===== src/rtl/i2c_seq_pkg.sv =====
// Shared types for the I2C command sequencer: FSM state encoding and command-entry layout.
package i2c_seq_pkg;

  typedef enum logic [1:0] {
    StIdle,
    StLaunch,
    StActive,
    StDone
  } seq_state_e;

  // Command entry, MSB to LSB: addr[6:0], rw, reg[7:0], data[7:0].
  localparam int unsigned CmdWidth   = 24;
  localparam int unsigned DataOffset = 0;
  localparam int unsigned RegOffset  = 8;
  localparam int unsigned RwOffset   = 16;
  localparam int unsigned AddrOffset = 17;

  function automatic logic [CmdWidth-1:0] pack_cmd(input logic [6:0] addr, input logic rw,
                                                   input logic [7:0] reg_idx,
                                                   input logic [7:0] data);
    return {addr, rw, reg_idx, data};
  endfunction

endpackage


===== src/rtl/i2c_cmd_fifo.sv =====
// Synchronous command FIFO with occupancy count; Depth must be a power of two.
module i2c_cmd_fifo #(
  parameter int unsigned Width = 24,
  parameter int unsigned Depth = 4,
  localparam int unsigned PtrW = $clog2(Depth),
  localparam int unsigned CntW = $clog2(Depth) + 1
) (
  input  logic             clk_i,
  input  logic             rst_i,
  input  logic             push_i,
  input  logic             pop_i,
  input  logic [Width-1:0] wdata_i,
  output logic [Width-1:0] rdata_o,
  output logic             full_o,
  output logic             empty_o,
  output logic [CntW-1:0]  count_o
);

  logic [Width-1:0] mem_q [Depth];
  logic [PtrW-1:0]  wptr_q, rptr_q;
  logic [CntW-1:0]  count_q;

  always_ff @(posedge clk_i) begin
    if (push_i) begin
      mem_q[wptr_q] <= wdata_i;
    end
  end

  // Pointers wrap naturally because Depth is a power of two.
  always_ff @(posedge clk_i) begin
    if (rst_i) begin
      wptr_q  <= '0;
      rptr_q  <= '0;
      count_q <= '0;
    end else begin
      if (push_i) wptr_q <= wptr_q + PtrW'(1);
      if (pop_i)  rptr_q <= rptr_q + PtrW'(1);
      unique case ({push_i, pop_i})
        2'b10:   count_q <= count_q + CntW'(1);
        2'b01:   count_q <= count_q - CntW'(1);
        default: count_q <= count_q;
      endcase
    end
  end

  assign rdata_o = mem_q[rptr_q];
  assign full_o  = (count_q == CntW'(Depth));
  assign empty_o = (count_q == '0);
  assign count_o = count_q;

endmodule


===== src/rtl/i2c_cmd_sequencer.sv =====
// Queues I2C register commands and issues them one at a time to an I2C controller.
// Optional busy watchdog enabled by defining I2C_SEQ_TIMEOUT_EN.
module i2c_cmd_sequencer
  import i2c_seq_pkg::*;
#(
  parameter int unsigned FIFO_DEPTH     = 4,
  parameter int unsigned TIMEOUT_CYCLES = 4096
) (
  input  logic       clk_i,
  input  logic       rst_i,
  input  logic       cmd_valid_i,
  output logic       cmd_ready_o,
  input  logic [6:0] cmd_addr_i,
  input  logic       cmd_rw_i,
  input  logic [7:0] cmd_reg_i,
  input  logic [7:0] cmd_data_i,
  output logic       rsp_valid_o,
  output logic       rsp_rw_o,
  output logic [7:0] rsp_data_o,
  output logic       rsp_error_o,
  output logic [6:0] ctl_address_o,
  output logic       ctl_rw_o,
  output logic [7:0] ctl_register_o,
  output logic [7:0] ctl_data_o,
  input  logic [7:0] ctl_data_i,
  output logic       ctl_execute_o,
  input  logic       ctl_busy_i,
  output logic       seq_busy_o
);

  localparam int unsigned CntW = $clog2(FIFO_DEPTH) + 1;

  logic                fifo_push, fifo_pop, fifo_full, fifo_empty;
  logic [CmdWidth-1:0] fifo_rdata;
  logic [CntW-1:0]     fifo_count;

  seq_state_e state_q;
  logic [6:0] ctl_address_q;
  logic       ctl_rw_q;
  logic [7:0] ctl_register_q, ctl_data_q;
  logic       ctl_execute_q;
  logic       rsp_valid_q, rsp_rw_q;
  logic [7:0] rsp_data_q;
  logic       tmo_hit;

  assign cmd_ready_o = ~fifo_full;
  assign fifo_push   = cmd_valid_i & ~fifo_full;
  // Launch only once the controller has gone quiet, including after a mid-transfer reset.
  assign fifo_pop    = (state_q == StIdle) & ~fifo_empty & ~ctl_busy_i;
  assign seq_busy_o  = (fifo_count != '0) | (state_q != StIdle);

  i2c_cmd_fifo #(
    .Width (CmdWidth),
    .Depth (FIFO_DEPTH)
  ) u_fifo (
    .clk_i   (clk_i),
    .rst_i   (rst_i),
    .push_i  (fifo_push),
    .pop_i   (fifo_pop),
    .wdata_i (pack_cmd(cmd_addr_i, cmd_rw_i, cmd_reg_i, cmd_data_i)),
    .rdata_o (fifo_rdata),
    .full_o  (fifo_full),
    .empty_o (fifo_empty),
    .count_o (fifo_count)
  );

`ifdef I2C_SEQ_TIMEOUT_EN
  localparam int unsigned TmoW = $clog2(TIMEOUT_CYCLES + 1);
  logic [TmoW-1:0] tmo_cnt_q;
  logic            rsp_error_q;
  // Fires on the last permitted cycle so the wait lasts exactly TIMEOUT_CYCLES.
  assign tmo_hit     = (tmo_cnt_q == TmoW'(TIMEOUT_CYCLES - 1));
  assign rsp_error_o = rsp_error_q;
`else
  logic unused_timeout;
  assign unused_timeout = ^TIMEOUT_CYCLES;
  assign tmo_hit        = 1'b0;
  assign rsp_error_o    = 1'b0;
`endif

  always_ff @(posedge clk_i) begin
    if (rst_i) begin
      state_q        <= StIdle;
      ctl_address_q  <= '0;
      ctl_rw_q       <= 1'b0;
      ctl_register_q <= '0;
      ctl_data_q     <= '0;
      ctl_execute_q  <= 1'b0;
      rsp_valid_q    <= 1'b0;
      rsp_rw_q       <= 1'b0;
      rsp_data_q     <= '0;
`ifdef I2C_SEQ_TIMEOUT_EN
      tmo_cnt_q      <= '0;
      rsp_error_q    <= 1'b0;
`endif
    end else begin
      rsp_valid_q <= 1'b0;
      unique case (state_q)
        StIdle: begin
          if (fifo_pop) begin
            ctl_address_q  <= fifo_rdata[AddrOffset +: 7];
            ctl_rw_q       <= fifo_rdata[RwOffset];
            ctl_register_q <= fifo_rdata[RegOffset +: 8];
            ctl_data_q     <= fifo_rdata[DataOffset +: 8];
            ctl_execute_q  <= 1'b1;
            state_q        <= StLaunch;
`ifdef I2C_SEQ_TIMEOUT_EN
            tmo_cnt_q      <= '0;
`endif
          end
        end
        StLaunch: begin
`ifdef I2C_SEQ_TIMEOUT_EN
          tmo_cnt_q <= tmo_cnt_q + TmoW'(1);
`endif
          if (ctl_busy_i) begin
            ctl_execute_q <= 1'b0;
            state_q       <= StActive;
`ifdef I2C_SEQ_TIMEOUT_EN
            tmo_cnt_q     <= '0;
`endif
          end else if (tmo_hit) begin
            ctl_execute_q <= 1'b0;
            rsp_valid_q   <= 1'b1;
            rsp_rw_q      <= ctl_rw_q;
            rsp_data_q    <= '0;
            state_q       <= StDone;
`ifdef I2C_SEQ_TIMEOUT_EN
            rsp_error_q   <= 1'b1;
`endif
          end
        end
        StActive: begin
`ifdef I2C_SEQ_TIMEOUT_EN
          tmo_cnt_q <= tmo_cnt_q + TmoW'(1);
`endif
          if (!ctl_busy_i) begin
            rsp_valid_q <= 1'b1;
            rsp_rw_q    <= ctl_rw_q;
            rsp_data_q  <= ctl_rw_q ? ctl_data_i : 8'h00;
            state_q     <= StDone;
`ifdef I2C_SEQ_TIMEOUT_EN
            rsp_error_q <= 1'b0;
`endif
          end else if (tmo_hit) begin
            rsp_valid_q <= 1'b1;
            rsp_rw_q    <= ctl_rw_q;
            rsp_data_q  <= '0;
            state_q     <= StDone;
`ifdef I2C_SEQ_TIMEOUT_EN
            rsp_error_q <= 1'b1;
`endif
          end
        end
        StDone: begin
          state_q <= StIdle;
        end
      endcase
    end
  end

  assign ctl_address_o  = ctl_address_q;
  assign ctl_rw_o       = ctl_rw_q;
  assign ctl_register_o = ctl_register_q;
  assign ctl_data_o     = ctl_data_q;
  assign ctl_execute_o  = ctl_execute_q;
  assign rsp_valid_o    = rsp_valid_q;
  assign rsp_rw_o       = rsp_rw_q;
  assign rsp_data_o     = rsp_data_q;

endmodule


===== config.mk =====
export PLATFORM = sky130hd
export DESIGN_NAME = i2c_cmd_sequencer
export DESIGN_NICKNAME = d
export VERILOG_FILES = /design/src/rtl/i2c_seq_pkg.sv /design/src/rtl/i2c_cmd_fifo.sv /design/src/rtl/i2c_cmd_sequencer.sv
export SDC_FILE = /design/constraint.sdc
export NUM_CORES = 1
export LEC_CHECK = 0
export BUFFER_PORTS_ARGS = -buffer_cell sky130_fd_sc_hd__buf_2
export CORE_MARGIN = 4
export CORE_UTILIZATION = 40
export DETAILED_ROUTE_END_ITERATION = 10
export SLEW_MARGIN = 25
export SYNTH_ARGS = -nofsm -noshare
export SYNTH_HDL_FRONTEND = slang
export SYNTH_SLANG_ARGS = --single-unit

===== constraint.sdc =====
create_clock -name clk_i -period 5.53 [get_ports clk_i]
set_input_delay 0.2765 -clock clk_i [delete_from_list [all_inputs] [get_ports clk_i]]
set_output_delay 0.2765 -clock clk_i [all_outputs]
set_load 0.005 [all_outputs]

Word-level counts from Yosys, hierarchy flattened
Memories as Yosys holds them, arrays and structs flattened. A register that Yosys moved wholly into a read port is not among the register bits.
Cells that the tools add are included.

word-level totals
  bits in registers = 20
  latch bits = 0
  RAM bits = 96
  bits in read-only memories = 0
  output and inout bits = 38
  memories kept = 1

memories
  memory        words  width  rd ports  clocked after memory_dff  write ports  RTL line            source
  u_fifo.mem_q  4      24     1         1                         1            i2c_cmd_fifo.sv:19  logic [Width-1:0] mem_q [Depth];

operators by class
  add/sub/neg operators = 4
  multiply operators = 0
  div/mod/pow operators = 0
  magnitude comparators = 0
  eq/ne operators = 9
  shift operators = 0
  multiplexer cells = 12
  bitwise logic cells = 8
  reduce and logical (&&, ||, !) cells = 11

operators with widths
  cell                                                                    number
  8-bit 2-to-1 mux                                                        1
  2-bit case mux with 4 select lines                                      1
  2-bit equality test (second input constant)                             3
  2-bit 2-to-1 mux                                                        3
  3-bit case mux with 2 select lines                                      1
  3-bit AND reduction                                                     2
  2-bit nonzero test                                                      3
  1-bit 2-to-1 mux                                                        5
  2-bit by 1-bit adder with 2-bit output (second input constant)          2
  2-bit by 1-bit equality test with 1-bit output (second input constant)  2
  2-bit != test (second input constant)                                   2
  1-bit NOT                                                               4
  2-bit AND reduction                                                     2
  3-bit by 1-bit adder with 3-bit output (second input constant)          1
  1-bit bitwise AND                                                       3
  3-bit equality test (second input constant)                             1
  3-bit zero test                                                         1
  3-bit nonzero test                                                      1
  3-bit by 1-bit subtractor with 3-bit output (second input constant)     1
  2-bit zero test                                                         1
  2-bit by 1-bit != test with 1-bit output (second input constant)        1
  1-bit case mux with 2 select lines                                      1
  2-bit OR reduction                                                      1
  1-bit OR                                                                1

Depth between registers and ports, before layout
Gate-level depths: netlist of the first run.

  depth after elaboration = 6
  depth in mapped cells = 10

Modules after synthesis
Synthesis of the first run repeated with hierarchy kept, for this count alone.

second synthesis, totals
  cell total of the unflattened synthesis = 350
  area, all modules = 5467.7 um^2

modules (own cells, without submodules)
  module             times used  cells each  area each (um^2)  seq. area each (um^2)
  i2c_cmd_fifo       1           173         3937.5            3062.9
  i2c_cmd_sequencer  1           177         1530.2            740.7

Least setup slack after synthesis of the first run
Ideal clock, no wire load.

  kind = flip-flop to flip-flop
  start = reg state_q[0]
  end = reg u_fifo.count_q[2] (netlist: u_fifo.count_o[2])
  library setup time = 0.070 ns
  data arrival time = 2.091 ns
  required time = 5.460 ns
  setup slack = 3.370 ns
  cell stages (with the launch flop) = 11
  path buffers = 0
  period minus slack after synthesis = 2.160 ns
  path through = dfxtp_1 inv_1 ha_1 and2b_4 and2_1 ha_1 inv_1 fa_1 xor2_1 or3_1 a21oi_1

on the way
  longest elaborated chain between the ends = 5
  elaborated cells on any way between the ends = 7
  classes of those cells = eq/ne: 2; mux: 1; bitwise: 2; reduce/logical: 2

ends and longest elaborated chain
  what                                                                                   RTL line                  source
  from (decl)                                                                            i2c_cmd_sequencer.sv:37   seq_state_e state_q;
  from (signal assigned)                                                                 i2c_cmd_sequencer.sv:83   state_q <= StIdle;
  from (signal assigned)                                                                 i2c_cmd_sequencer.sv:106  state_q <= StLaunch;
  from (signal assigned)                                                                 i2c_cmd_sequencer.sv:118  state_q <= StActive;
  2-bit zero test *                                                                      i2c_cmd_sequencer.sv:49   assign fifo_pop = (state_q == StIdle) & ~fifo_empty & ~ctl_busy_i;
  1-bit bitwise AND * (2 in a row)                                                       i2c_cmd_sequencer.sv:49
  2-bit by 1-bit equality test with 1-bit output or 2-bit equality test (tied branches)  i2c_cmd_fifo.sv:38        unique case ({push_i, pop_i})
  3-bit case mux with 2 select lines or 2-bit nonzero test (tied branches)               --
  to (signal assigned)                                                                   i2c_cmd_fifo.sv:39        2'b10: count_q <= count_q + CntW'(1);
  to (signal assigned)                                                                   i2c_cmd_fifo.sv:40        2'b01: count_q <= count_q - CntW'(1);
  to (signal assigned)                                                                   i2c_cmd_fifo.sv:41        default: count_q <= count_q;
  to (decl)                                                                              i2c_cmd_fifo.sv:21        logic [CntW-1:0] count_q;

Every way passes the cells marked *; elsewhere a longest branch is shown, timed or not.
A chain may end at the register's enable or synchronous reset.

Worst setup path after layout of the first run
Same ends and word-level chain as after synthesis.

==> flow_results.xml, run 1 <==
<?xml version="1.0" encoding="UTF-8"?>
<metrics>
  <group name="status">
    <metric name="status" unit="">finished clean</metric>
  </group>
  <group name="sta">
    <metric name="postLayoutSetupSlackWorst" unit="ns">3.18</metric>
    <metric name="hold_slack" unit="ns">0.0817</metric>
    <metric name="report.final.hold_viol_count" unit="">0</metric>
    <metric name="worst_clock_skew" unit="ns">0.0119</metric>
    <metric name="min_period_over_period" unit="%">42.4</metric>
    <metric name="maxSlewHeadroom" unit="%">45.6</metric>
    <metric name="grt_setup_unrepaired" unit="">false</metric>
    <metric name="setup_tns" unit="ns">0</metric>
    <metric name="slew_viol_final" unit="">0</metric>
    <metric name="setup_violation_total_in_the_final_timing_report" unit="">0</metric>
    <metric name="min_period" unit="ns">2.35</metric>
    <metric name="timing.fmax" unit="MHz">426</metric>
    <metric name="worst-slew-pin-transition" unit="ns">0.814</metric>
  </group>
  <group name="critical_path">
    <metric name="reg2reg_from" unit="">state_q[0]$_SDFFE_PP0P_</metric>
    <metric name="start_kind" unit="">register</metric>
    <metric name="critical_path.startpoint" unit="">state_q[0]$_SDFFE_PP0P_</metric>
    <metric name="r2r_path_end" unit="">u_fifo.count_o[2]$_SDFFE_PP0P_</metric>
    <metric name="critical_path.n_buffers_inverters" unit="">2</metric>
    <metric name="path_max_fanout" unit="">6</metric>
    <metric name="r2r_setup_slk" unit="ns">3.18</metric>
    <metric name="critical_path.slowest_cell" unit="">sky130_fd_sc_hd__fa_1</metric>
    <metric name="crit_path_end_kind" unit="">register</metric>
    <metric name="crit_path_max_incr_delay" unit="ns">0.37</metric>
    <metric name="critical_path_required" unit="ns">5.86</metric>
    <metric name="worstSetupPathType" unit="">reg2reg</metric>
    <metric name="path_delay_family" unit="">adder cells</metric>
    <metric name="cp_cell_sequence" unit="">inv_1 &gt; ha_1 &gt; and2b_4 &gt; and2_1 &gt; ha_1 &gt; inv_1 &gt; fa_1 &gt; xor2_1 &gt; or3_1 &gt; a21oi_1</metric>
    <metric name="cp.arrival" unit="ns">2.67</metric>
    <metric name="worstRegToRegCells" unit="">10</metric>
  </group>
  <group name="floorplan">
    <metric name="design.core.area" unit="µm²">12800</metric>
    <metric name="start_util" unit="%">41.5</metric>
    <metric name="ioPinCount" unit="">74</metric>
    <metric name="dieArea" unit="µm²">15100</metric>
    <metric name="fp-row-count" unit="">41</metric>
    <metric name="die_x" unit="µm">123</metric>
    <metric name="die_y" unit="µm">123</metric>
  </group>
  <group name="synth">
    <metric name="synth_area_leader_cell" unit="">sky130_fd_sc_hd__edfxtp_1</metric>
    <metric name="synth.yosys.seq_area_share" unit="%">71.1</metric>
    <metric name="netlist.area_leader.share" unit="%">54.4</metric>
    <metric name="syn_avg_cell_area" unit="µm²">17.5</metric>
    <metric name="postSynth.topFlopCell" unit="">sky130_fd_sc_hd__edfxtp_1</metric>
    <metric name="number_of_enable_type_register_cells_in_the_synthesized_netlist" unit="">96</metric>
    <metric name="synth.cell_area" unit="µm²">5300</metric>
    <metric name="area_contributors_post_synth" unit="">sky130_fd_sc_hd__edfxtp_1, sky130_fd_sc_hd__dfxtp_1, sky130_fd_sc_hd__mux4_2</metric>
    <metric name="syn-num-nets" unit="">348</metric>
    <metric name="yosys_cell_types" unit="">40</metric>
    <metric name="synth-warning-count" unit="">0</metric>
    <metric name="synth-seq-cells" unit="">140</metric>
    <metric name="asyncSetResetFlopFracSynth" unit="%">0</metric>
    <metric name="netlist_instances" unit="">302</metric>
  </group>
  <group name="power_and_ir_drop">
    <metric name="design_internal_power" unit="mW">2.28</metric>
    <metric name="ir_worst_vdd" unit="mV">0.191</metric>
    <metric name="power_per_cell_area" unit="nW/µm²">475</metric>
    <metric name="switchingPower" unit="µW">757</metric>
    <metric name="comb_power_share" unit="%">17.5</metric>
    <metric name="total_leakage_power" unit="nW">2.35</metric>
    <metric name="netSwitchingFraction" unit="%">24.9</metric>
    <metric name="power.share.clock" unit="%">37.7</metric>
    <metric name="pwr-share-seq" unit="%">44.8</metric>
  </group>
  <group name="route">
    <metric name="initialDrtViolationCount" unit="">168</metric>
    <metric name="detail_route.wl_per_cell" unit="µm">17.0</metric>
    <metric name="drt_pass1_iterations" unit="">4</metric>
    <metric name="drt-vias-per-instance" unit="">4.96</metric>
    <metric name="drc" unit="">0</metric>
    <metric name="ant_nets" unit="">0</metric>
    <metric name="route.met2.wl" unit="µm">5040</metric>
    <metric name="wire_length_on_met1" unit="µm">3950</metric>
    <metric name="route.met3.wl" unit="µm">492</metric>
    <metric name="vias_post_dr" unit="">2806</metric>
    <metric name="top_layer" unit="">met4</metric>
    <metric name="totalWireLength" unit="µm">9590</metric>
  </group>
  <group name="worst_hold_path">
    <metric name="hold-path-cell-count" unit="">1</metric>
    <metric name="min-delay-start" unit="">cmd_reg_i[0]</metric>
    <metric name="hold_crit_class" unit="">in2reg</metric>
    <metric name="timing.hold.worst_endpoint" unit="">u_fifo.mem_q[0][8]$_DFFE_PP_</metric>
  </group>
  <group name="clocking">
    <metric name="cts_buffers" unit="">17</metric>
    <metric name="path_clk_slew" unit="ns">0.06</metric>
    <metric name="holdBufCountCts" unit="">0</metric>
    <metric name="max-clock-path-buffers" unit="">2</metric>
    <metric name="cts_setup_buffers" unit="">0</metric>
    <metric name="clock_sink_count" unit="">140</metric>
    <metric name="post_cts_resized" unit="">0</metric>
    <metric name="cts_tree" unit="">built</metric>
    <metric name="cts.htree.levels" unit="">4</metric>
    <metric name="clockRootBuffer" unit="">sky130_fd_sc_hd__clkbuf_16</metric>
    <metric name="clk_latency" unit="ns">0.40</metric>
  </group>
  <group name="cells_and_area">
    <metric name="num-fill-cells" unit="">1068</metric>
    <metric name="postLayoutCellArea" unit="µm²">6400</metric>
    <metric name="layout-drive-gt1-share" unit="%">34.8</metric>
    <metric name="antenna_cells_inserted" unit="">0</metric>
    <metric name="finalNetCount" unit="">427</metric>
    <metric name="area.growth.synth_to_final" unit="%">20.8</metric>
  </group>
  <group name="global_routing">
    <metric name="grtUsageTotal" unit="%">13.6</metric>
    <metric name="wire_length_of_the_first_global_routing_pass" unit="µm">15000</metric>
    <metric name="first_global_vias" unit="">2773</metric>
    <metric name="grt-ovfl-total" unit="">0</metric>
    <metric name="grt_max_degree" unit="">28</metric>
    <metric name="initial_antenna_violation_count" unit="">0</metric>
  </group>
  <group name="placement">
    <metric name="dpl_cell_area" unit="µm²">5780</metric>
    <metric name="place_congestion" unit="">0.714</metric>
    <metric name="io_buffers" unit="">72</metric>
    <metric name="pre_cts_ws" unit="ns">3.19</metric>
    <metric name="place.detailed.hpwl" unit="µm">5730</metric>
  </group>
  <group name="job">
    <metric name="drv_cap" unit="">0</metric>
  </group>
</metrics>
[Yosys cell counts, drive strengths merged, types with 4 or more instances]
library cell  instances
nand2b                5
nand2                12
buf                  14
a22o                 24
and3                  4
edfxtp               96
nand3                11
nor2                  6
dfxtp                44
mux4                 24
inv                   8
ha                    9
a21oi                15
clkbuf                4
[layout by cell type, fill, tap and decap left out, types with 2 or more instances in the layout]
cell,Yosys,layout
sky130_fd_sc_hd__xor2_1,2,2
sky130_fd_sc_hd__and3_1,4,4
sky130_fd_sc_hd__inv_1,8,8
sky130_fd_sc_hd__ha_1,9,9
sky130_fd_sc_hd__buf_4,3,6
sky130_fd_sc_hd__nand2_1,12,12
sky130_fd_sc_hd__mux4_1,2,2
sky130_fd_sc_hd__bufinv_16,0,3
sky130_fd_sc_hd__mux4_2,22,22
sky130_fd_sc_hd__clkbuf_16,0,18
sky130_fd_sc_hd__nand2b_1,5,5
sky130_fd_sc_hd__clkinv_2,0,4
sky130_fd_sc_hd__or3_1,2,2
sky130_fd_sc_hd__nand3b_1,2,2
sky130_fd_sc_hd__nor2_1,6,6
sky130_fd_sc_hd__buf_2,4,72
sky130_fd_sc_hd__clkbuf_1,4,2
sky130_fd_sc_hd__a22o_1,24,24
sky130_fd_sc_hd__edfxtp_1,96,96
sky130_fd_sc_hd__nand3_1,11,11
sky130_fd_sc_hd__dfxtp_1,44,43
sky130_fd_sc_hd__a21o_1,2,2
sky130_fd_sc_hd__clkinvlp_4,0,3
sky130_fd_sc_hd__o21ai_0,3,3
sky130_fd_sc_hd__mux2i_1,2,2
sky130_fd_sc_hd__a21oi_1,14,14
[through the flow]
step	util, %	total power, mW	std cells
6_report	50.1	3.04	566
4_1_cts	50.1	3.08	566
3_5_place_dp	45.3	1.93	534
2_1_floorplan	-	1.78	302
5_1_grt	50.1	3.20	566
3_3_place_gp	45.3	1.92	534
[how the worst max path moves through the flow]
stage / endpoint / slack [ns] / cells after the start
floorplan: u_fifo.count_o[2]$_SDFFE_PP0P_ / 3.37 / 10
global placement: u_fifo.count_o[2]$_SDFFE_PP0P_ / 3.27 / 10
detailed placement: u_fifo.count_o[2]$_SDFFE_PP0P_ / 3.19 / 10
CTS: u_fifo.count_o[2]$_SDFFE_PP0P_ / 3.17 / 10
global route: u_fifo.count_o[2]$_SDFFE_PP0P_ / 3.00 / 10
finish: u_fifo.count_o[2]$_SDFFE_PP0P_ / 3.18 / 10
[state kept, by name, summed over array words and instances (netlist names)]
name            cells
state_q             2
rsp_rw_o            1
ctl_register_o      8
ctl_address_o       7
u_fifo.count_o      3
u_fifo.wptr_q       2
u_fifo.rptr_q       2
rsp_valid_o         1
ctl_data_o          8
u_fifo.mem_q       96
rsp_data_o          8
ctl_rw_o            1
ctl_execute_o       1
[cell families after synthesis]
group	count (synthesis)	synth area share, %
DFF	140	71.1
and+or+nand+nor	49	5.34
AOI/OAI and AO/OA	47	6.66
muxes	27	10.9
buffers and inverters	26	3.09
adders and majority gates	10	2.50
xor gates and xnor gates	2	0.331
other	1	0.0708
[worst register-to-register path, delay by kind of cell (launching register included)]
family | cells | cell delay (ns)
adder cells (fa/ha/maj) | 3 | 0.81
AO/OA/AOI/OAI | 1 | 0.14
AND/OR/NAND/NOR | 3 | 0.67
buffers and inverters | 2 | 0.16
flip-flops | 1 | 0.32
XOR/XNOR | 1 | 0.16
[layout make-up]
cell class / instances / area [µm²] / area share [%]
Clock inverter: 11 / 141 / 2.21
Multi-Input combinational cell: 136 / 1370 / 21.4
Inverter: 8 / 30.0 / 0.469
Timing Repair Buffer: 78 / 405 / 6.33
Sequential cell: 140 / 3770 / 58.9
Tap cell: 172 / 215 / 3.36
Clock buffer: 21 / 472 / 7.37
[layer usage]
layer  global-route usage [%]  vias to the layer above
met4                     6.02                        0
met5                        0                        -
met3                     3.93                        6
li1                         -                     1329
met1                     16.6                     1411
met2                     22.5                       60
[power by group through the flow]
stage	sequential [mW]	clock [mW]	combinational, mW
after detailed placement	1.39	0	0.541
after global routing	1.39	1.22	0.594
after floorplan	1.32	0	0.453
after CTS	1.37	1.17	0.545
after global placement	1.38	0	0.536
final	1.36	1.15	0.531
Note: power is estimated with default switching activity, not from simulation.
==> run 2, diff against run 1 <==
==> constraint.sdc (replaced) <==
create_clock -name clk_i -period 1.99 [get_ports clk_i]
set_input_delay 0.0995 -clock clk_i [delete_from_list [all_inputs] [get_ports clk_i]]
set_output_delay 0.0995 -clock clk_i [all_outputs]
set_load 0.005 [all_outputs]
==> run 2 against run 1 <==
Against the previous run: the run now ends with setup timing left; first-iteration DRC count is 24% lower; sequential share of layout area is 4.9 points lower; total power grew to 2.9 times the previous value; global-route usage is 0.72 points higher; die area stayed put; critical path depth is 2 lower; clock skew is 0.0038 ns lower; non-clock buffer count is 62 higher; setup slack worse by 3.2 ns; flip-flop and latch count stayed put; critical path type unchanged; largest power group unchanged.
==> flow_results.xml, run 2 (synthesized netlist as in run 1, its figures left out) <==
<?xml version="1.0" encoding="UTF-8"?>
<metrics>
  <group name="status">
    <metric name="status" unit="">complete, but fails checks</metric>
    <metric name="violations" unit="">setup timing</metric>
  </group>
  <group name="critical_path">
    <metric name="r2r_path_end" unit="">u_fifo.count_o[2]$_SDFFE_PP0P_</metric>
    <metric name="worstRegToRegCells" unit="">8</metric>
    <metric name="cp.arrival" unit="ns">2.38</metric>
    <metric name="start_kind" unit="">register</metric>
    <metric name="r2r_setup_slk" unit="ns">-0.06</metric>
    <metric name="critical_path_required" unit="ns">2.32</metric>
    <metric name="crit_path_end_kind" unit="">register</metric>
    <metric name="path_max_fanout" unit="">2</metric>
    <metric name="worstSetupPathType" unit="">reg2reg</metric>
    <metric name="reg2reg_from" unit="">u_fifo.count_o[1]$_SDFFE_PP0P_</metric>
  </group>
  <group name="route">
    <metric name="detail_route.wl_per_cell" unit="µm">16.5</metric>
    <metric name="drt_pass1_iterations" unit="">4</metric>
    <metric name="drc" unit="">0</metric>
    <metric name="drt-vias-per-instance" unit="">4.88</metric>
    <metric name="ant_nets" unit="">0</metric>
    <metric name="initialDrtViolationCount" unit="">128</metric>
    <metric name="totalWireLength" unit="µm">10400</metric>
    <metric name="vias_post_dr" unit="">3064</metric>
  </group>
  <group name="sta">
    <metric name="grt_setup_unrepaired" unit="">true</metric>
    <metric name="worst-slew-pin-transition" unit="ns">0.623</metric>
    <metric name="report.final.hold_viol_count" unit="">0</metric>
    <metric name="worst_clock_skew" unit="ns">0.00817</metric>
    <metric name="slew_viol_final" unit="">0</metric>
    <metric name="hold_slack" unit="ns">0.0603</metric>
    <metric name="maxSlewHeadroom" unit="%">58.4</metric>
    <metric name="setup_tns" unit="ns">-0.0608</metric>
    <metric name="min_period" unit="ns">2.05</metric>
    <metric name="timing.fmax" unit="MHz">488</metric>
    <metric name="postLayoutSetupSlackWorst" unit="ns">-0.0608</metric>
    <metric name="setup_violation_total_in_the_final_timing_report" unit="">1</metric>
    <metric name="min_period_over_period" unit="%">103</metric>
  </group>
  <group name="power_and_ir_drop">
    <metric name="design_internal_power" unit="mW">6.49</metric>
    <metric name="power_per_cell_area" unit="nW/µm²">1250</metric>
    <metric name="comb_power_share" unit="%">24.3</metric>
    <metric name="total_leakage_power" unit="nW">2.64</metric>
    <metric name="netSwitchingFraction" unit="%">25.9</metric>
    <metric name="switchingPower" unit="mW">2.27</metric>
    <metric name="pwr-share-seq" unit="%">41.6</metric>
    <metric name="ir_worst_vdd" unit="mV">0.638</metric>
    <metric name="power.share.clock" unit="%">34.1</metric>
    <metric name="fin_total_pwr" unit="mW">8.77</metric>
  </group>
  <group name="cells_and_area">
    <metric name="area.growth.synth_to_final" unit="%">31.9</metric>
    <metric name="layout-drive-gt1-share" unit="%">40.4</metric>
    <metric name="finalNetCount" unit="">489</metric>
    <metric name="layout.cells.most_common" unit="">sky130_fd_sc_hd__edfxtp_1</metric>
    <metric name="antenna_cells_inserted" unit="">0</metric>
    <metric name="regMostFlops" unit="">u_fifo.mem_q</metric>
    <metric name="num-fill-cells" unit="">1009</metric>
    <metric name="largest_reg_flops" unit="">96</metric>
    <metric name="top_library_cells_by_usage_in_the_layout_fill_and_taps_aside" unit="">sky130_fd_sc_hd__edfxtp_1, sky130_fd_sc_hd__buf_2, sky130_fd_sc_hd__dfxtp_1, sky130_fd_sc_hd__buf_4, sky130_fd_sc_hd__dlygate4sd3_1</metric>
  </group>
  <group name="global_routing">
    <metric name="grt_max_degree" unit="">28</metric>
    <metric name="initial_antenna_violation_count" unit="">0</metric>
    <metric name="wire_length_of_the_first_global_routing_pass" unit="µm">16100</metric>
    <metric name="grtUsageTotal" unit="%">14.3</metric>
    <metric name="grt-ovfl-total" unit="">0</metric>
    <metric name="first_global_vias" unit="">3128</metric>
  </group>
  <group name="clocking">
    <metric name="cts_tree" unit="">built</metric>
    <metric name="cts.htree.levels" unit="">4</metric>
    <metric name="clock_sink_count" unit="">140</metric>
    <metric name="clockRootBuffer" unit="">sky130_fd_sc_hd__clkbuf_16</metric>
    <metric name="cts_buffers" unit="">17</metric>
    <metric name="path_clk_slew" unit="ns">0.05</metric>
    <metric name="max-clock-path-buffers" unit="">2</metric>
    <metric name="clk_latency" unit="ns">0.41</metric>
  </group>
  <group name="floorplan">
    <metric name="dieArea" unit="µm²">15100</metric>
    <metric name="design.core.area" unit="µm²">12800</metric>
    <metric name="ioPinCount" unit="">74</metric>
    <metric name="die_x" unit="µm">123</metric>
    <metric name="start_util" unit="%">41.5</metric>
    <metric name="die_y" unit="µm">123</metric>
    <metric name="fp-row-count" unit="">41</metric>
  </group>
  <group name="placement">
    <metric name="place_congestion" unit="">0.688</metric>
    <metric name="place.detailed.hpwl" unit="µm">6350</metric>
    <metric name="io_buffers" unit="">72</metric>
  </group>
  <group name="worst_hold_path">
    <metric name="hold_crit_class" unit="">in2reg</metric>
    <metric name="min-delay-start" unit="">cmd_valid_i</metric>
    <metric name="timing.hold.worst_endpoint" unit="">u_fifo.wptr_q[0]$_SDFFE_PP0P_</metric>
    <metric name="hold-path-cell-count" unit="">3</metric>
  </group>
  <group name="job">
    <metric name="drv_cap" unit="">0</metric>
  </group>
</metrics>
==> run 2: worst max-delay path by stage <==
stage / from / endpoint / slack (ns) / depth (start not counted)
6_report: u_fifo.count_o[1]$_SDFFE_PP0P_ / u_fifo.count_o[2]$_SDFFE_PP0P_ / -0.06 / 8
5_1_grt: state_q[1]$_SDFFE_PP0P_ / u_fifo.count_o[2]$_SDFFE_PP0P_ / -0.16 / 10
4_1_cts: state_q[1]$_SDFFE_PP0P_ / u_fifo.count_o[2]$_SDFFE_PP0P_ / -0.05 / 10
3_5_place_dp: u_fifo.count_o[1]$_SDFFE_PP0P_ / u_fifo.count_o[2]$_SDFFE_PP0P_ / -0.06 / 8
3_3_place_gp: u_fifo.count_o[1]$_SDFFE_PP0P_ / u_fifo.count_o[2]$_SDFFE_PP0P_ / 0.01 / 8
2_1_floorplan: u_fifo.count_o[1]$_SDFFE_PP0P_ / u_fifo.count_o[2]$_SDFFE_PP0P_ / -0.05 / 9
==> run 2: repair_timing <==
item / CTS / global route
resized for setup: 3 / 6
gates cloned: 0 / 0
hold endpoints to repair: 104 / 0
setup buffers: 2 / 7
pin swaps: 2 / 4
hold buffers: 32 / 0
endpoints found under the setup margin: 1 / 4
==> run 2: power by group through the flow <==
stage / Sequential (mW) / Combinational [mW] / Clock [mW]
floorplan: 3.68 / 1.32 / 0
global placement: 3.69 / 1.93 / 0
detailed placement: 3.70 / 1.97 / 0
CTS: 3.65 / 2.05 / 3.03
global route: 3.69 / 2.34 / 3.15
finish: 3.65 / 2.13 / 2.99
==> run 2: layout make-up <==
cell class,instances,area [µm²],area share [%]
Sequential cell,140,3770,54.0
Multi-Input combinational cell,136,1420,20.3
Timing Repair Buffer,140,971,13.9
Clock buffer,24,524,7.50
Tap cell,172,215,3.08
Clock inverter,8,56.3,0.806
Inverter,8,30.0,0.430
==> run 2: through the flow <==
step | area (µm²) | setup WS (ns) | std cells | util [%]
floorplan | 5340 | -0.0508 | 302 | -
global placement | 5990 | 0.0125 | 555 | 46.9
detailed placement | 5990 | -0.0597 | 555 | 46.9
CTS | 6920 | -0.0514 | 621 | 54.1
global route | 6990 | -0.161 | 628 | 54.7
finish | 6990 | -0.0608 | 628 | 54.7
==> run 2: metal layers <==
| metal | track usage, % | vias up | routed length, µm |
|---|---|---|---|
| met5 | 0 | - | 0 |
| li1 | - | 1454 | - |
| met4 | 6.02 | 0 | 97 |
| met3 | 3.71 | 7 | 507 |
| met2 | 23.6 | 72 | 5240 |
| met1 | 18.0 | 1531 | 4520 |
==> run 2: critical path, stage by stage (launching register included) <==
cell and delay, ns:
sky130_fd_sc_hd__dfxtp_2 0.32, sky130_fd_sc_hd__or3b_4 0.42, sky130_fd_sc_hd__nand2_4 0.09, sky130_fd_sc_hd__ha_4 0.13, sky130_fd_sc_hd__inv_2 0.04, sky130_fd_sc_hd__fa_2 0.34, sky130_fd_sc_hd__xor2_1 0.18, sky130_fd_sc_hd__or3_1 0.33
sky130_fd_sc_hd__a21oi_2 0.12
==> run 3, diff against run 2 <==
--- a/config.mk
+++ b/config.mk
@@ -9,6 +9,7 @@
 export CORE_MARGIN = 4
 export CORE_UTILIZATION = 40
 export DETAILED_ROUTE_END_ITERATION = 10
+export GPL_TIMING_DRIVEN = 0
 export SLEW_MARGIN = 25
 export SYNTH_ARGS = -nofsm -noshare
 export SYNTH_HDL_FRONTEND = slang
==> run 3 against run 2 <==
Against the previous run: the flow still finishes with violations (setup timing); flip-flop and latch count is the same; register-to-register slack better by 0.02 ns; die area unchanged; utilization decreased by 0.58 points; combinational power down 7%; critical endpoint unchanged; setup slack improved by 0.024 ns; critical path type unchanged; count of clock-buffer cells in the layout grew 1.
==> flow_results.xml, run 3 (synthesized netlist as in run 1, its figures left out) <==
<?xml version="1.0" encoding="UTF-8"?>
<metrics>
  <group name="clocking">
    <metric name="path_clk_slew" unit="ns">0.06</metric>
    <metric name="cts.htree.levels" unit="">4</metric>
    <metric name="max-clock-path-buffers" unit="">2</metric>
    <metric name="cts_buffers" unit="">17</metric>
    <metric name="cts_tree" unit="">built</metric>
    <metric name="clk_latency" unit="ns">0.41</metric>
    <metric name="clockRootBuffer" unit="">sky130_fd_sc_hd__clkbuf_16</metric>
    <metric name="clock_sink_count" unit="">140</metric>
  </group>
  <group name="floorplan">
    <metric name="dieArea" unit="µm²">15100</metric>
    <metric name="die_x" unit="µm">123</metric>
    <metric name="fp-row-count" unit="">41</metric>
    <metric name="die_y" unit="µm">123</metric>
    <metric name="start_util" unit="%">41.5</metric>
    <metric name="ioPinCount" unit="">74</metric>
    <metric name="design.core.area" unit="µm²">12800</metric>
  </group>
  <group name="sta">
    <metric name="maxSlewHeadroom" unit="%">51.7</metric>
    <metric name="slew_viol_final" unit="">0</metric>
    <metric name="timing.fmax" unit="MHz">493</metric>
    <metric name="hold_slack" unit="ns">0.0900</metric>
    <metric name="postLayoutSetupSlackWorst" unit="ns">-0.0371</metric>
    <metric name="min_period_over_period" unit="%">102</metric>
    <metric name="worst_clock_skew" unit="ns">0.00701</metric>
    <metric name="worst-slew-pin-transition" unit="ns">0.725</metric>
    <metric name="report.final.hold_viol_count" unit="">0</metric>
    <metric name="setup_violation_total_in_the_final_timing_report" unit="">1</metric>
    <metric name="grt_setup_unrepaired" unit="">true</metric>
    <metric name="setup_tns" unit="ns">-0.0371</metric>
    <metric name="min_period" unit="ns">2.03</metric>
  </group>
  <group name="route">
    <metric name="ant_nets" unit="">0</metric>
    <metric name="drt_pass1_iterations" unit="">6</metric>
    <metric name="vias_post_dr" unit="">3023</metric>
    <metric name="detail_route.wl_per_cell" unit="µm">16.5</metric>
    <metric name="initialDrtViolationCount" unit="">135</metric>
    <metric name="totalWireLength" unit="µm">10200</metric>
    <metric name="drc" unit="">0</metric>
    <metric name="drt-vias-per-instance" unit="">4.90</metric>
  </group>
  <group name="critical_path">
    <metric name="critical_path.slowest_cell" unit="">sky130_fd_sc_hd__or3b_4</metric>
    <metric name="cp.arrival" unit="ns">2.36</metric>
    <metric name="timing.critical_path.depth" unit="">8</metric>
    <metric name="timing.critical_path.to" unit="">u_fifo.count_o[2]$_SDFFE_PP0P_</metric>
    <metric name="cp_cell_sequence" unit="">or3b_4 &gt; nand2_4 &gt; ha_4 &gt; inv_2 &gt; fa_2 &gt; xor2_2 &gt; or3_1 &gt; a21oi_2</metric>
    <metric name="critical_path_required" unit="ns">2.32</metric>
    <metric name="r2r_path_end" unit="">u_fifo.count_o[2]$_SDFFE_PP0P_</metric>
    <metric name="worstSetupPathType" unit="">reg2reg</metric>
    <metric name="path_delay_family" unit="">simple AND/OR/NAND/NOR gates</metric>
    <metric name="worstRegToRegCells" unit="">8</metric>
    <metric name="r2r_setup_slk" unit="ns">-0.04</metric>
    <metric name="crit_path_end_kind" unit="">register</metric>
    <metric name="start_kind" unit="">register</metric>
    <metric name="critical_path.n_buffers_inverters" unit="">1</metric>
    <metric name="critical_path.startpoint" unit="">u_fifo.count_o[0]$_SDFFE_PP0P_</metric>
    <metric name="path_max_fanout" unit="">4</metric>
    <metric name="crit_path_max_incr_delay" unit="ns">0.41</metric>
    <metric name="reg2reg_from" unit="">u_fifo.count_o[0]$_SDFFE_PP0P_</metric>
  </group>
  <group name="global_routing">
    <metric name="grt.met3_usage" unit="%">3.89</metric>
    <metric name="use_met1" unit="%">18.0</metric>
    <metric name="grt.met2_usage" unit="%">23.6</metric>
    <metric name="first_global_vias" unit="">3048</metric>
    <metric name="grtUsageTotal" unit="%">14.3</metric>
    <metric name="initial_antenna_violation_count" unit="">0</metric>
    <metric name="wire_length_of_the_first_global_routing_pass" unit="µm">15800</metric>
    <metric name="grt-ovfl-total" unit="">0</metric>
    <metric name="grt_max_degree" unit="">25</metric>
    <metric name="busiest_layer" unit="">met2</metric>
  </group>
  <group name="cells_and_area">
    <metric name="seqCellArea" unit="µm²">3770</metric>
    <metric name="top_library_cells_by_usage_in_the_layout_fill_and_taps_aside" unit="">sky130_fd_sc_hd__edfxtp_1, sky130_fd_sc_hd__buf_2, sky130_fd_sc_hd__dfxtp_1, sky130_fd_sc_hd__dlygate4sd3_1, sky130_fd_sc_hd__a22o_1</metric>
    <metric name="antenna_cells_inserted" unit="">0</metric>
    <metric name="area.growth.synth_to_final" unit="%">30.5</metric>
    <metric name="largest_reg_flops" unit="">96</metric>
    <metric name="layout.cells.most_common" unit="">sky130_fd_sc_hd__edfxtp_1</metric>
    <metric name="final-instance-count-excl-fill" unit="">617</metric>
    <metric name="fin_util" unit="%">54.1</metric>
    <metric name="regMostFlops" unit="">u_fifo.mem_q</metric>
    <metric name="layout-drive-gt1-share" unit="%">37.5</metric>
    <metric name="num-fill-cells" unit="">1030</metric>
    <metric name="multiInputGateArea" unit="µm²">1430</metric>
    <metric name="finalNetCount" unit="">478</metric>
  </group>
  <group name="placement">
    <metric name="io_buffers" unit="">71</metric>
    <metric name="place_congestion" unit="">0.703</metric>
    <metric name="placedCellCount" unit="">545</metric>
    <metric name="place.detailed.hpwl" unit="µm">6120</metric>
  </group>
  <group name="power_and_ir_drop">
    <metric name="ir_worst_vdd" unit="mV">0.608</metric>
    <metric name="fin_total_pwr" unit="mW">8.77</metric>
    <metric name="power_per_cell_area" unit="nW/µm²">1270</metric>
    <metric name="total_leakage_power" unit="nW">2.57</metric>
  </group>
  <group name="status">
    <metric name="violations" unit="">setup timing</metric>
    <metric name="status" unit="">complete, but fails checks</metric>
  </group>
  <group name="job">
    <metric name="drv_cap" unit="">0</metric>
  </group>
  <group name="worst_hold_path">
    <metric name="hold_crit_class" unit="">in2reg</metric>
  </group>
</metrics>
run 3: changes by cell type in the layout (fill, tap and decap cells not counted), moves of 3 or more:
cell and delta:
sky130_fd_sc_hd__clkbuf_1 +6, sky130_fd_sc_hd__buf_4 -22, sky130_fd_sc_hd__and3_2 +4, sky130_fd_sc_hd__dfxtp_2 -3
sky130_fd_sc_hd__clkinv_4 -3, sky130_fd_sc_hd__and3_1 -4
run 3: layout make-up:
type,count,share of cell area [%]
clock buffer,25,7.33
timing repair buffer,112,10.8
multi-input combinational,136,20.6
sequential,140,54.6
inverter,8,0.434
buffer,17,1.86
clock inverter,7,1.23
tap,172,3.11
run 3: stage by stage:
| step | cell area [µm²] | worst slack (ns) |
|---|---|---|
| 2_1_floorplan | 5340 | -0.0508 |
| 3_3_place_gp | 5910 | -0.277 |
| 3_5_place_dp | 5920 | -0.132 |
| 4_1_cts | 6900 | -0.0385 |
| 5_1_grt | 6910 | -0.118 |
| 6_report | 6910 | -0.0371 |
run 3: report_power, final:
| part | total (mW) | switching [mW] | internal, mW |
|---|---|---|---|
| registers | 3.66 | 0.162 | 3.50 |
| logic | 1.99 | 0.941 | 1.05 |
| clock network | 3.12 | 1.11 | 2.01 |
| total | 8.77 | 2.21 | 6.56 |
run 3: how the worst min path moves through the flow:
stage	startpoint	to	slack (ns)	depth (start not counted)
after global routing	ctl_busy_i	ctl_execute_o$_SDFFE_PP0P_	0.12	4
after global placement	cmd_data_i[5]	u_fifo.mem_q[1][5]$_DFFE_PP_	0.31	1
after floorplan	cmd_data_i[0]	u_fifo.mem_q[0][0]$_DFFE_PP_	0.20	0
after CTS	ctl_busy_i	ctl_execute_o$_SDFFE_PP0P_	0.08	4
final	rst_i	state_q[1]$_SDFFE_PP0P_	0.09	3
after detailed placement	cmd_data_i[3]	u_fifo.mem_q[2][3]$_DFFE_PP_	0.32	1
run 3: worst register-to-register path: stages, from the launching register on:
cell and delay [ns]:
sky130_fd_sc_hd__dfxtp_4 0.35, sky130_fd_sc_hd__or3b_4 0.41, sky130_fd_sc_hd__nand2_4 0.08, sky130_fd_sc_hd__ha_4 0.13, sky130_fd_sc_hd__inv_2 0.03, sky130_fd_sc_hd__fa_2 0.34, sky130_fd_sc_hd__xor2_2 0.16, sky130_fd_sc_hd__or3_1 0.32
sky130_fd_sc_hd__a21oi_2 0.14
run 3: what timing repair did:
action                                  4_1_cts  5_1_grt
setup buffers                                 9        0
endpoints found under the setup margin        1        1
pin swaps                                     7        2
hold endpoints to repair                    104        0
resized for setup                             6        3
hold buffers                                 32        0
run 3: per-layer routing:
| metal | routed length, µm | vias up |
|---|---|---|
| met5 | 0 | - |
| met4 | 170 | 0 |
| met3 | 523 | 14 |
| met2 | 5120 | 75 |
| met1 | 4390 | 1494 |
| li1 | - | 1440 |
